`config.mk`:
```
export PLATFORM = sky130hd
export DESIGN_NAME = spi_frame_sequencer_flat
export DESIGN_NICKNAME = d
export VERILOG_FILES = /design/src/rtl/spi_frame_sequencer_if.sv /design/src/rtl/spi_frame_sequencer.sv /design/src/flat_wrapper.sv
export SDC_FILE = /design/constraint.sdc
export NUM_CORES = 1
export LEC_CHECK = 0
export ABC_AREA = 1
export CORE_ASPECT_RATIO = 0.6
export CORE_UTILIZATION = 50
export CTS_BUF_LIST = sky130_fd_sc_hd__clkbuf_4 sky130_fd_sc_hd__clkbuf_8
export CTS_CLUSTER_SIZE = 30
export DETAILED_ROUTE_END_ITERATION = 12
export MAX_ROUTING_LAYER = met4
export PLACE_DENSITY = 0.75
export SETUP_SLACK_MARGIN = 0.4
export SYNTH_ARGS = -nofsm -noshare
export SYNTH_HDL_FRONTEND = slang
export SYNTH_SLANG_ARGS = --single-unit
```
`constraint.sdc`:
```
create_clock -name clk -period 2.8 [get_ports clk]
set_input_delay 0.42 -clock clk [delete_from_list [all_inputs] [get_ports clk]]
set_output_delay 0.42 -clock clk [all_outputs]
set_load 0.01 [all_outputs]
```
`src/rtl/spi_frame_sequencer_if.sv`:
```
`default_nettype none
// ============================================================================
//  Module      : spi_frame_sequencer_if
//  Description : Byte-level handshake between the frame sequencer and the
//                bit-level SPI engine (TX valid/ready, RX completion strobe).
//  Revision    : 1.0 - initial release
// ============================================================================
interface spi_frame_sequencer_if;
    logic       eng_tx_valid;
    logic [7:0] eng_tx_data;
    logic       eng_tx_ready;
    logic       eng_rx_valid;
    logic [7:0] eng_rx_data;

    // Sequencer side: offers bytes, receives completions.
    modport master (
        output eng_tx_valid,
        output eng_tx_data,
        input  eng_tx_ready,
        input  eng_rx_valid,
        input  eng_rx_data
    );

    // Engine side.
    modport slave (
        input  eng_tx_valid,
        input  eng_tx_data,
        output eng_tx_ready,
        output eng_rx_valid,
        output eng_rx_data
    );
endinterface
`default_nettype wire

```
`src/rtl/spi_frame_sequencer.sv`:
```
`default_nettype none
// ============================================================================
//  Module      : spi_frame_sequencer
//  Description : Frame-level SPI controller. Walks a fixed message ROM,
//                hands bytes to the SPI engine, frames each message with
//                cs_n setup/hold intervals, enforces an inter-frame gap,
//                captures MISO bytes and guards against a stalled engine.
//  Revision    : 1.0 - initial release
// ============================================================================
module spi_frame_sequencer #(
    parameter int WAIT_TICKS     = 19200,
    parameter int DATA_LENGTH    = 14,
    parameter int CS_SETUP_TICKS = 4,
    parameter int CS_HOLD_TICKS  = 4,
    parameter int RX_TIMEOUT     = 256
) (
    input  wire logic               clk,
    input  wire logic               rst_n,
    input  wire logic               start,
    input  wire logic               auto_repeat,
    input  wire logic               abort,
    input  wire logic               clear_err,
    spi_frame_sequencer_if.master   eng,
    output logic                    cs_n,
    output logic [7:0]              rx_data,
    output logic                    rx_valid,
    output logic [3:0]              byte_idx,
    output logic                    frame_done,
    output logic [15:0]             frame_cnt,
    output logic                    busy,
    output logic                    err
);

    // One shared dwell/timeout counter, wide enough for the largest interval.
    localparam int c_MAX_A    = (WAIT_TICKS > RX_TIMEOUT) ? WAIT_TICKS : RX_TIMEOUT;
    localparam int c_MAX_B    = (CS_SETUP_TICKS > CS_HOLD_TICKS) ? CS_SETUP_TICKS : CS_HOLD_TICKS;
    localparam int c_TICK_MAX = (c_MAX_A > c_MAX_B) ? c_MAX_A : c_MAX_B;
    localparam int c_CNT_W    = (c_TICK_MAX < 1) ? 1 : $clog2(c_TICK_MAX + 1);

    // Terminal counts. A zero tick parameter still dwells one cycle.
    localparam logic [c_CNT_W-1:0] c_SETUP_LAST =
        c_CNT_W'((CS_SETUP_TICKS > 0) ? CS_SETUP_TICKS - 1 : 0);
    localparam logic [c_CNT_W-1:0] c_HOLD_LAST  =
        c_CNT_W'((CS_HOLD_TICKS > 0) ? CS_HOLD_TICKS - 1 : 0);
    // The gap exit cycle itself is spent with cs_n high, so cs_n stays high
    // for WAIT_TICKS+1 cycles between back-to-back frames.
    localparam logic [c_CNT_W-1:0] c_GAP_LAST   = c_CNT_W'(WAIT_TICKS);
    // The error is taken on the edge where the counter would reach
    // RX_TIMEOUT-1, so err rises RX_TIMEOUT cycles after the accepting cycle.
    localparam logic [c_CNT_W-1:0] c_TMO_LAST   =
        c_CNT_W'((RX_TIMEOUT > 1) ? RX_TIMEOUT - 2 : 0);
    localparam logic [3:0]         c_LAST_IDX   = 4'(DATA_LENGTH - 1);

    typedef enum logic [2:0] {
        S_IDLE    = 3'd0,
        S_SETUP   = 3'd1,
        S_SEND    = 3'd2,
        S_WAIT_RX = 3'd3,
        S_HOLD    = 3'd4,
        S_GAP     = 3'd5,
        S_ERROR   = 3'd6
    } state_t;

    state_t               r_state;
    logic [c_CNT_W-1:0]   r_tick;
    logic                 r_cs_n;
    logic                 r_tx_valid;
    logic [7:0]           r_tx_data;
    logic [7:0]           r_rx_data;
    logic                 r_rx_valid;
    logic [3:0]           r_byte_idx;
    logic                 r_frame_done;
    logic [15:0]          r_frame_cnt;

    // Message ROM: "Hello World!\n" followed by zero padding.
    function automatic logic [7:0] rom_byte(input logic [3:0] idx);
        case (idx)
            4'd0:    rom_byte = 8'h48;
            4'd1:    rom_byte = 8'h65;
            4'd2:    rom_byte = 8'h6C;
            4'd3:    rom_byte = 8'h6C;
            4'd4:    rom_byte = 8'h6F;
            4'd5:    rom_byte = 8'h20;
            4'd6:    rom_byte = 8'h57;
            4'd7:    rom_byte = 8'h6F;
            4'd8:    rom_byte = 8'h72;
            4'd9:    rom_byte = 8'h6C;
            4'd10:   rom_byte = 8'h64;
            4'd11:   rom_byte = 8'h21;
            4'd12:   rom_byte = 8'h0A;
            default: rom_byte = 8'h00;
        endcase
    endfunction

    // Frame sequencing FSM with all outputs registered alongside the state.
    always_ff @(posedge clk) begin
        if (!rst_n) begin
            r_state      <= S_IDLE;
            r_tick       <= '0;
            r_cs_n       <= 1'b1;
            r_tx_valid   <= 1'b0;
            r_tx_data    <= 8'h00;
            r_rx_data    <= 8'h00;
            r_rx_valid   <= 1'b0;
            r_byte_idx   <= 4'd0;
            r_frame_done <= 1'b0;
            r_frame_cnt  <= 16'd0;
        end else begin
            r_rx_valid   <= 1'b0;
            r_frame_done <= 1'b0;
            if (abort) begin
                // Abort overrides every transition, including ERROR recovery.
                r_state    <= S_IDLE;
                r_cs_n     <= 1'b1;
                r_tx_valid <= 1'b0;
                r_tick     <= '0;
            end else begin
                case (r_state)
                    S_IDLE: begin
                        if (start) begin
                            r_state    <= S_SETUP;
                            r_cs_n     <= 1'b0;
                            r_byte_idx <= 4'd0;
                            r_tick     <= '0;
                        end
                    end
                    S_SETUP: begin
                        if (r_tick == c_SETUP_LAST) begin
                            r_state    <= S_SEND;
                            r_tx_valid <= 1'b1;
                            r_tx_data  <= rom_byte(r_byte_idx);
                            r_tick     <= '0;
                        end else begin
                            r_tick <= r_tick + 1'b1;
                        end
                    end
                    S_SEND: begin
                        // Byte and valid stay frozen until the engine takes it.
                        if (r_tx_valid && eng.eng_tx_ready) begin
                            r_state    <= S_WAIT_RX;
                            r_tx_valid <= 1'b0;
                            r_tick     <= '0;
                        end
                    end
                    S_WAIT_RX: begin
                        // A completion on the timeout cycle wins over the error.
                        if (eng.eng_rx_valid) begin
                            r_rx_data  <= eng.eng_rx_data;
                            r_rx_valid <= 1'b1;
                            r_tick     <= '0;
                            if (r_byte_idx == c_LAST_IDX) begin
                                r_state <= S_HOLD;
                            end else begin
                                r_state    <= S_SEND;
                                r_byte_idx <= r_byte_idx + 4'd1;
                                r_tx_valid <= 1'b1;
                                r_tx_data  <= rom_byte(r_byte_idx + 4'd1);
                            end
                        end else if (r_tick == c_TMO_LAST) begin
                            r_state <= S_ERROR;
                            r_cs_n  <= 1'b1;
                            r_tick  <= '0;
                        end else begin
                            r_tick <= r_tick + 1'b1;
                        end
                    end
                    S_HOLD: begin
                        if (r_tick == c_HOLD_LAST) begin
                            r_state      <= S_GAP;
                            r_cs_n       <= 1'b1;
                            r_frame_done <= 1'b1;
                            r_frame_cnt  <= r_frame_cnt + 16'd1;
                            r_tick       <= '0;
                        end else begin
                            r_tick <= r_tick + 1'b1;
                        end
                    end
                    S_GAP: begin
                        // start is deliberately not looked at here.
                        if (r_tick == c_GAP_LAST) begin
                            r_tick <= '0;
                            if (auto_repeat) begin
                                r_state    <= S_SETUP;
                                r_cs_n     <= 1'b0;
                                r_byte_idx <= 4'd0;
                            end else begin
                                r_state <= S_IDLE;
                            end
                        end else begin
                            r_tick <= r_tick + 1'b1;
                        end
                    end
                    S_ERROR: begin
                        if (clear_err) begin
                            r_state <= S_IDLE;
                        end
                    end
                    default: begin
                        r_state    <= S_IDLE;
                        r_cs_n     <= 1'b1;
                        r_tx_valid <= 1'b0;
                        r_tick     <= '0;
                    end
                endcase
            end
        end
    end

    assign cs_n             = r_cs_n;
    assign eng.eng_tx_valid = r_tx_valid;
    assign eng.eng_tx_data  = r_tx_data;
    assign rx_data          = r_rx_data;
    assign rx_valid         = r_rx_valid;
    assign byte_idx         = r_byte_idx;
    assign frame_done       = r_frame_done;
    assign frame_cnt        = r_frame_cnt;
    // Status flags decoded directly from the state register.
    assign busy             = (r_state != S_IDLE) && (r_state != S_ERROR);
    assign err              = (r_state == S_ERROR);

endmodule
`default_nettype wire
```
`src/flat_wrapper.sv`:
```
// flat-port wrapper written by rule: the top's interface ports become plain ports
module spi_frame_sequencer_flat 
#(
    parameter int WAIT_TICKS     = 19200,
    parameter int DATA_LENGTH    = 14,
    parameter int CS_SETUP_TICKS = 4,
    parameter int CS_HOLD_TICKS  = 4,
    parameter int RX_TIMEOUT     = 256
)
  (clk, rst_n, start, auto_repeat, abort, clear_err, cs_n, rx_data, rx_valid, byte_idx, frame_done, frame_cnt, busy, err, eng_eng_tx_valid, eng_eng_tx_data, eng_eng_tx_ready, eng_eng_rx_valid, eng_eng_rx_data);
  spi_frame_sequencer_if eng_i ();
  input  wire logic clk;
  input  wire logic rst_n;
  input  wire logic start;
  input  wire logic auto_repeat;
  input  wire logic abort;
  input  wire logic clear_err;
  output logic cs_n;
  output logic [7:0] rx_data;
  output logic rx_valid;
  output logic [3:0] byte_idx;
  output logic frame_done;
  output logic [15:0] frame_cnt;
  output logic busy;
  output logic err;
  output wire logic [$bits(eng_i.eng_tx_valid)-1:0] eng_eng_tx_valid;
  output wire logic [$bits(eng_i.eng_tx_data)-1:0] eng_eng_tx_data;
  input wire logic [$bits(eng_i.eng_tx_ready)-1:0] eng_eng_tx_ready;
  input wire logic [$bits(eng_i.eng_rx_valid)-1:0] eng_eng_rx_valid;
  input wire logic [$bits(eng_i.eng_rx_data)-1:0] eng_eng_rx_data;
  assign eng_eng_tx_valid = eng_i.eng_tx_valid;
  assign eng_eng_tx_data = eng_i.eng_tx_data;
  assign eng_i.eng_tx_ready = eng_eng_tx_ready;
  assign eng_i.eng_rx_valid = eng_eng_rx_valid;
  assign eng_i.eng_rx_data = eng_eng_rx_data;
  spi_frame_sequencer #(.WAIT_TICKS(WAIT_TICKS), .DATA_LENGTH(DATA_LENGTH), .CS_SETUP_TICKS(CS_SETUP_TICKS), .CS_HOLD_TICKS(CS_HOLD_TICKS), .RX_TIMEOUT(RX_TIMEOUT)) u_core (.clk(clk), .rst_n(rst_n), .start(start), .auto_repeat(auto_repeat), .abort(abort), .clear_err(clear_err), .eng(eng_i), .cs_n(cs_n), .rx_data(rx_data), .rx_valid(rx_valid), .byte_idx(byte_idx), .frame_done(frame_done), .frame_cnt(frame_cnt), .busy(busy), .err(err));
endmodule
```
======== Word-level counts from Yosys, hierarchy flattened ========
Memories as Yosys holds them, arrays and structs flattened. A register that Yosys moved wholly into a read port is not among the register bits.
Index checks and enable logic that the tools add are counted.
operators by class
  equal/unequal tests ..................... 23
  bitwise logic cells ..................... 7
  reductions and logical operators ........ 20
  $add $sub $neg .......................... 3
  mux-type cells .......................... 43
operator list
  kind                     count
  $mux W15                 6
  $pmux W15 S6             1
  $mux W4                  7
  $mux W3                  9
  $mux W8                  3
  $pmux W3 S7              1
  $reduce_and A7 Y1        3
  $add A16 B1 Y16 const B  1
  $pmux W8 S2              1
  $add A15 B1 Y15 const B  1
  $eq A15 B15 Y1 const B   1
  $eq A15 B2 Y1 const B    1
  $eq A15 B8 Y1 const B    1
  $mux W1                  12
  $ne A2 B2 Y1 const B     6
  $pmux W4 S3              1
  $ne A2 B1 Y1 const B     5
  $reduce_and A5 Y1        2
  $eq A3 B3 Y1 const B     3
  $reduce_and A3 Y1        3
  $reduce_or A3 Y1         3
  $not A1 Y1               7
  $eq A3 B2 Y1 const B     2
  $reduce_bool A3 Y1       2
  other kinds (12)         14
storage, ports and cells
  bits in read-only memories .............. 224
  memories ................................ 2
  word-level logic and storage cells ...... 108
  register bits ........................... 58
  input port bits ......................... 16
memories
  name              words  bits a word  rd ports  clocked after memory_dff  wr ports  RTL line                   source
  (name not given)  16     7            1         1                         0         spi_frame_sequencer.sv:77  case (idx)
  (name not given)  16     7            1         0                         0         spi_frame_sequencer.sv:77

======== Depth between registers and ports, before layout ========
Gate-level depths: netlist of the first run.
  word-level depth ........................ 6
  gate-level depth with buffers ........... 17
  gate-level depth less buffers ........... 17

======== Worst setup path before layout of the first run ========
Ideal clock, no wire load.
  path type ............................... reg-to-reg
  start point ............................. register u_core.r_byte_idx[1] (netlist: u_core.byte_idx[1])
  end point ............................... register with a tool-made name
  arrival time ............................ 2325 ps
  path slack .............................. 362 ps
  stages on the path, launching flop included .. 16
  data required time ...................... 2686 ps
  library setup time ...................... 114 ps
  period minus slack after synthesis ...... 2438 ps
  buffers on the path ..................... 0
  cell sequence ........................... dfxtp_1 -> inv_1 -> ha_1 -> nand3_1 -> a21oi_4 -> nor2_4 -> nand3_4 -> nand2_1 -> inv_1 -> nor3_2 -> inv_1 -> ha_1 -> inv_1 -> nand3_1 -> nand3_1 -> nand2_1
RTL lines
  what                    RTL line                    source
  from (decl)             spi_frame_sequencer.sv:71   logic [3:0] r_byte_idx;
  from (signal assigned)  spi_frame_sequencer.sv:155  r_byte_idx <= r_byte_idx + 4'd1;

==> run_results.csv, run 1 <==
group,metric,value,unit
route,drc_errors,0,
critical_path,critical_path.slowest_cell,"dfxtp_4",
final_layout,diodes,0,
clocking,cts_tree,"yes",
critical_path,cp_cell_sequence,"inv_4 -> ha_2 -> nand3_2 -> a21oi_4 -> nor2_4 -> nand3_4 -> buf_4 -> a21oi_2 -> nor3_4 -> inv_2 -> ha_1 -> inv_1 -> nand3_1 -> nand3_2 -> nand2_1",
outcome,outcome,"finished, final reports clean",
critical_path,worst_setup_path_end_kind,"register",
critical_path,startpoint,"u_core.byte_idx[1]",
power_and_ir_drop,clockPowerShare,0.345,
grt,grt_pass1_vias,3356,
floorplan,core.rowCount,24,
synthesis,ys.flop_type,"dfxtp_1",
power_and_ir_drop,power,2.12,mW
floorplan,initial_core_util,0.527,
hold_path,worstHoldStart,"u_core.cs_n",
route,routedWlPerCell,14.2,µm
synthesis,synthDistinctLibCells,51,
critical_path,cp_common_cell,"nand3_2",
floorplan,die_x,116,µm
final_layout,nFillCells,635,
clocking,clockRootBuffer,"clkbuf_8",
grt,antenna_found_initial,0,
timing,skew,0.00924,ns
route,drt-initial-drc-count,358,
power_and_ir_drop,vdd_ir_drop_max,0.269,mV
floorplan,chipHeight,70.3,µm
hold_path,hp-class,"register to register",
critical_path,cp_data_arrival_time,2.52,ns
final_layout,fin_area,4930,µm²
synthesis,synth_common_cells,"103 x nand2_1, 77 x nor2_1, 64 x dfxtp_1, 48 x inv_1, 30 x a21oi_1",
timing,slew-limit-headroom,0.541,
timing,finalCritPeriodShare,0.811,
clocking,cts_buffers,9,
final_layout,fin_util,0.668,
critical_path,required,3.05,ns
final_layout,drive_gt1_frac,0.185,
clocking,cts.path.max_buffers,2,
power_and_ir_drop,seqPwrFrac,0.455,
synthesis,synth_top_area_share,0.329,
timing,maxSlewViolCount,0,
timing,tightestPinTransition,0.686,ns
critical_path,crit_path_max_incr_delay,0.36,ns
route,vias_per_cell,5.28,
synthesis,yosys-top-cells-area,"dfxtp_1 33%, nand2_1 9.9%, nor2_1 7.4%",
placed_design,port_buffers,56,
timing,setup_violations,0,
critical_path,crit_path_max_fanout,7,
final_layout,finalNetCount,644,
synthesis,yosysTopAreaCell,"dfxtp_1",
synthesis,ys_seq_area_frac,0.329,
placed_design,postPlaceCellArea,4540,µm²
timing,fmax,440,MHz
synthesis,synth_edf_count,0,
clocking,cts_hold_buf,0,
synthesis,synth_most_common_cell,"nand2_1",
power_and_ir_drop,p_comb_frac,0.201,
final_layout,syn_to_final_growth,26.8,%
route,drt-pass1-iter-count,4,
route,drtAntennaViolNets,0,
power_and_ir_drop,p_sw_frac,0.303,
floorplan,core_region_area,7390,µm²
floorplan,io_pins,58,
power_and_ir_drop,p_int,1.48,mW
placed_design,gp_congestion,0.953,
grt,track_usage,0.264,
timing,fin_crit,2.27,ns
synthesis,ys_ff_latch,64,
power_and_ir_drop,powerDensity,431,nW/µm²
route,totalWireLength,10200,µm
synthesis,avgSynthCellArea,7.36,µm²
clocking,cts_num_sinks,64,
grt,grt_pass1_wl,16300,µm
synthesis,synthArstFlopShare,0,
timing,rsz0062_at_grt,"false",
synthesis,yosys_warnings,0,
route,num_vias,3779,
synthesis,syn-num-nets,565,
job,max_cap_viol_count,0,
power_and_ir_drop,leakage,2.01,nW
placed_design,hpwl,7300,µm
critical_path,crit_type,"register to register",
synthesis,synthCells,529,
critical_path,start_kind,"register",
floorplan,die-area,8150,µm²
grt,grt_overflow,0,
clocking,htree_levels,3,
timing,hold_violations,0,
timing,fin_setup_tns,0,ns
synthesis,netlist_area,3890,µm²
power_and_ir_drop,power.switching,0.643,mW
critical_path,rr_startpoint,"u_core.byte_idx[1]",
clocking,path_clk_slew,0.07,ns
grt,grt_max_degree,23,
clocking,clock_latency,0.35,ns
worst max-delay path, delay by kind of cell, from the launching register on:
kind | cells | cell delay, ns
adder cells (fa/ha/maj) | 2 | 0.42
flip-flops | 1 | 0.36
AND/OR/NAND/NOR | 7 | 0.73
AO/OA/AOI/OAI | 2 | 0.27
buffers and inverters | 4 | 0.38
cell families (layout without fill, tap and decap cells):
kind of cell	after synthesis	count (layout)	synth area share
adders and majority gates	20	20	0.0643
AOI/OAI and AO/OA	76	76	0.112
and+or+nand+nor	276	276	0.369
other	1	1	0.000964
buffers and inverters	74	157	0.0833
xor gates and xnor gates	18	18	0.0405
DFF	64	64	0.329
layout by cell type, fill, tap and decap left out, drive strengths merged, types with 2 or more instances in the layout:
master and n:
xor2 8, clkbuf 12, clkdlybuf4s50 56, o21ai 31, nor4 5, nor2 89, clkinv 5, inv 61
nand3 36, xnor2 10, dfxtp 64, nand2 112, a21oi 32, ha 20, buf 22, o22ai 3
o2111ai 2, nor3b 2, o211ai 2, nor3 15, nand4 15
metrics by stage:
stage                     worst slack [ns]  instances  hold WS (ns)
after floorplan                      0.476        529         0.468
after global placement               0.258        683         0.444
after detailed placement             0.113        683         0.449
after CTS                            0.409        700         0.477
after global routing                 0.383        716         0.495
final                                0.528        716         0.469
area by class of cell:
| type | instances | area, µm² | area share |
|---|---|---|---|
| clock buffers | 12 | 159 | 0.0322 |
| clock inverters | 3 | 17.5 | 0.00355 |
| inverters | 64 | 251 | 0.0510 |
| multi-input cells | 391 | 2330 | 0.473 |
| flip-flops and latches | 64 | 1310 | 0.265 |
| well taps | 104 | 130 | 0.0264 |
| repair buffers | 78 | 738 | 0.150 |
metal layers:
layer | up-vias | track usage | part of all wire
met5 | - | - | 0
met4 | 0 | 0.0670 | 0.010
met3 | 11 | 0.0642 | 0.079
met2 | 162 | 0.362 | 0.42
met1 | 1715 | 0.383 | 0.49
li1 | 1891 | - | -
power by group through the flow:
stage | clock network (mW) | registers [mW] | logic [mW]
after detailed placement | 0 | 0.988 | 0.377
after global routing | 0.786 | 0.970 | 0.467
after global placement | 0 | 0.988 | 0.372
after floorplan | 0 | 0.986 | 0.260
final | 0.732 | 0.966 | 0.427
after CTS | 0.750 | 0.968 | 0.388
path summary, 6_finish.rpt:
kind	slack, ns	endpoint	cells past startpoint
min reg2reg	0.47	u_core.cs_n	2
max reg2reg	0.53	register	15
min	0.47	u_core.cs_n	2
max	0.53	register	15
timing repair:
action                                  4_1_cts  5_1_grt
setup buffers                                 2       16
pin swaps                                     2        9
endpoints found under the setup margin        7        8
gates resized for setup                       3       26
(Power assumes the default switching activity.)
==> run 2: changes to the inputs <==
Clock period 2.8 ns to 2.3 ns, I/O delays scaled along.
==> run 2 against run 1 <==
Effect of this change:
- core utilization up 7.9 points
- clock skew down 0.0014 ns
- largest power group unchanged
- sequential power up 22%
- combinational power up 62%
- power up 37%
- first-iteration DRC count down 18%
- worst hold slack worse by 0.0024 ns
- clock-buffer cell count unchanged
==> run_results.csv, run 2 (synthesis results as in run 1) <==
group,metric,value,unit
final_layout,nFillCells,554,
final_layout,final_common_cell,"nand2_1",
critical_path,critical_path.slowest_cell,"dfxtp_4",
placed_design,postPlaceCellArea,4740,µm²
timing,fmax,469,MHz
critical_path,reg2reg_slack,0.17,ns
job,max_cap_viol_count,0,
hold_path,hp-class,"register to register",
clocking,cts_num_sinks,64,
critical_path,rr_startpoint,"u_core.r_state[0]",
final_layout,fin_util,0.747,
grt,grt_overflow,0,
critical_path,required,2.53,ns
route,routed-wl-met2,5350,µm
floorplan,core.rowCount,24,
route,m1WireLength,5230,µm
clocking,path_clk_slew,0.07,ns
grt,grt_max_degree,24,
timing,rsz0062_at_grt,"true",
grt,grt_pass1_vias,3623,
final_layout,syn_to_final_growth,41.8,%
clocking,clockRootBuffer,"clkbuf_8",
clocking,cts_hold_buf,0,
timing,hold_violations,0,
route,drtAntennaViolNets,0,
final_layout,seqCellArea,1320,µm²
clocking,cts_buffers,9,
placed_design,port_buffers,56,
placed_design,hpwl,7580,µm
timing,fin_setup_tns,0,ns
power_and_ir_drop,powerDensity,528,nW/µm²
grt,grt_pass1_wl,17800,µm
timing,finalCritPeriodShare,0.927,
floorplan,die_x,116,µm
timing,maxSlewViolCount,0,
clocking,clock_latency,0.35,ns
route,vias_per_cell,5.37,
clocking,htree_levels,3,
critical_path,crit_path_max_fanout,6,
floorplan,die-area,8150,µm²
critical_path,cp_data_arrival_time,2.37,ns
final_layout,fin_area,5520,µm²
critical_path,start_kind,"register",
route,wl_met3,826,µm
critical_path,crit_type,"register to register",
route,drt-initial-drc-count,293,
timing,setup_violations,0,
final_layout,diodes,0,
outcome,outcome,"finished, final reports clean",
critical_path,startpoint,"u_core.r_state[0]",
power_and_ir_drop,vdd_ir_drop_max,0.394,mV
clocking,cts.path.max_buffers,2,
critical_path,cp_cell_sequence,"inv_4 -> nor2_4 -> nand2_4 -> nand2_1 -> inv_2 -> nand2_4 -> nand3_4 -> a21oi_4 -> nor3_4 -> buf_4 -> buf_4 -> ha_1 -> nand3_1 -> nand2_1",
route,drc_errors,0,
floorplan,initial_core_util,0.527,
timing,whs,0.466,ns
route,totalWireLength,11600,µm
grt,track_usage,0.291,
floorplan,io_pins,58,
clocking,cts_tree,"yes",
critical_path,crit_path_max_incr_delay,0.40,ns
floorplan,chipHeight,70.3,µm
timing,skew,0.00786,ns
final_layout,drive_gt1_frac,0.300,
final_layout,multiInputGateArea,2580,µm²
route,dr.max_layer_used,"met4",
floorplan,core_region_area,7390,µm²
critical_path,worst_setup_path_end_kind,"register",
final_layout,finalNetCount,677,
grt,antenna_found_initial,0,
final_layout,final_cell_mix,"93 x nand2_1, 68 x nor2_1, 54 x clkdlybuf4s50_1",
power_and_ir_drop,leakage,2.24,nW
route,num_vias,4031,
critical_path,reg2reg_depth,14,
route,drt-pass1-iter-count,5,
route,routedWlPerCell,15.5,µm
placed_design,gp_congestion,0.936,
timing,fin_crit,2.13,ns
-- run 2: changes by cell type in the layout (fill, tap and decap cells not counted), moves of 5 or more --
cell	previous run	this run
buf_4	21	48
buf_6	0	5
dfxtp_1	55	49
ha_1	19	11
ha_4	0	8
inv_1	44	36
nand2_1	101	93
nand2_2	7	13
nand3_1	27	20
nand3_2	5	11
nor2_1	75	68
-- run 2: metal layers --
| layer | vias to the layer above | track usage |
|---|---|---|
| met4 | 0 | 0.0912 |
| met2 | 159 | 0.443 |
| li1 | 1956 | - |
| met1 | 1895 | 0.386 |
| met3 | 21 | 0.0608 |
| met5 | - | - |
-- run 2: power breakdown --
group / switching, mW / total [mW] / internal, mW
logic: 0.394 / 0.692 / 0.297
clock network: 0.448 / 1.04 / 0.589
registers: 0.0378 / 1.18 / 1.14
total: 0.880 / 2.91 / 2.03
-- run 2: critical path, delay by kind of cell (launching register included) --
family | cells | cell delay, ns
AOI/OAI and AO/OA | 1 | 0.22
adders and majority gates | 1 | 0.18
and+or+nand+nor | 8 | 0.80
buffers and inverters | 4 | 0.42
DFF | 1 | 0.40
-- run 2: through the flow --
stage          worst slack (ns)  std cells  power [mW]
2_1_floorplan             0.244        529        1.55
3_3_place_gp             0.0133        698        1.70
3_5_place_dp            -0.0786        698        1.71
4_1_cts                   0.204        735        2.83
5_1_grt                  0.0709        750        3.03
6_report                  0.168        750        2.91
-- run 2: layout make-up --
class / instances / area share
Clock buffer: 12 / 0.0299
Clock inverter: 4 / 0.00930
Inverter: 64 / 0.0504
Multi-Input combinational cell: 392 / 0.468
Sequential cell: 64 / 0.239
Tap cell: 104 / 0.0236
Timing Repair Buffer: 110 / 0.180
-- run 2: worst min path at each step --
stage / from / depth (start not counted) / endpoint
4_1_cts: u_core.eng.eng_tx_data[5] / 2 / u_core.eng.eng_tx_data[5]
6_report: u_core.cs_n / 2 / u_core.cs_n
2_1_floorplan: u_core.r_tick[0] / 2 / u_core.r_tick[0]
3_3_place_gp: u_core.cs_n / 2 / u_core.cs_n
3_5_place_dp: u_core.cs_n / 2 / u_core.cs_n
5_1_grt: u_core.eng.eng_tx_data[5] / 2 / u_core.eng.eng_tx_data[5]
-- run 2: what timing repair did --
item,4_1_cts,5_1_grt
endpoints found under the setup margin,13,51
pin swaps,20,27
endpoints found under the hold margin,0,0
gates resized for setup,46,42
cloned,1,0
buffers inserted,20,15
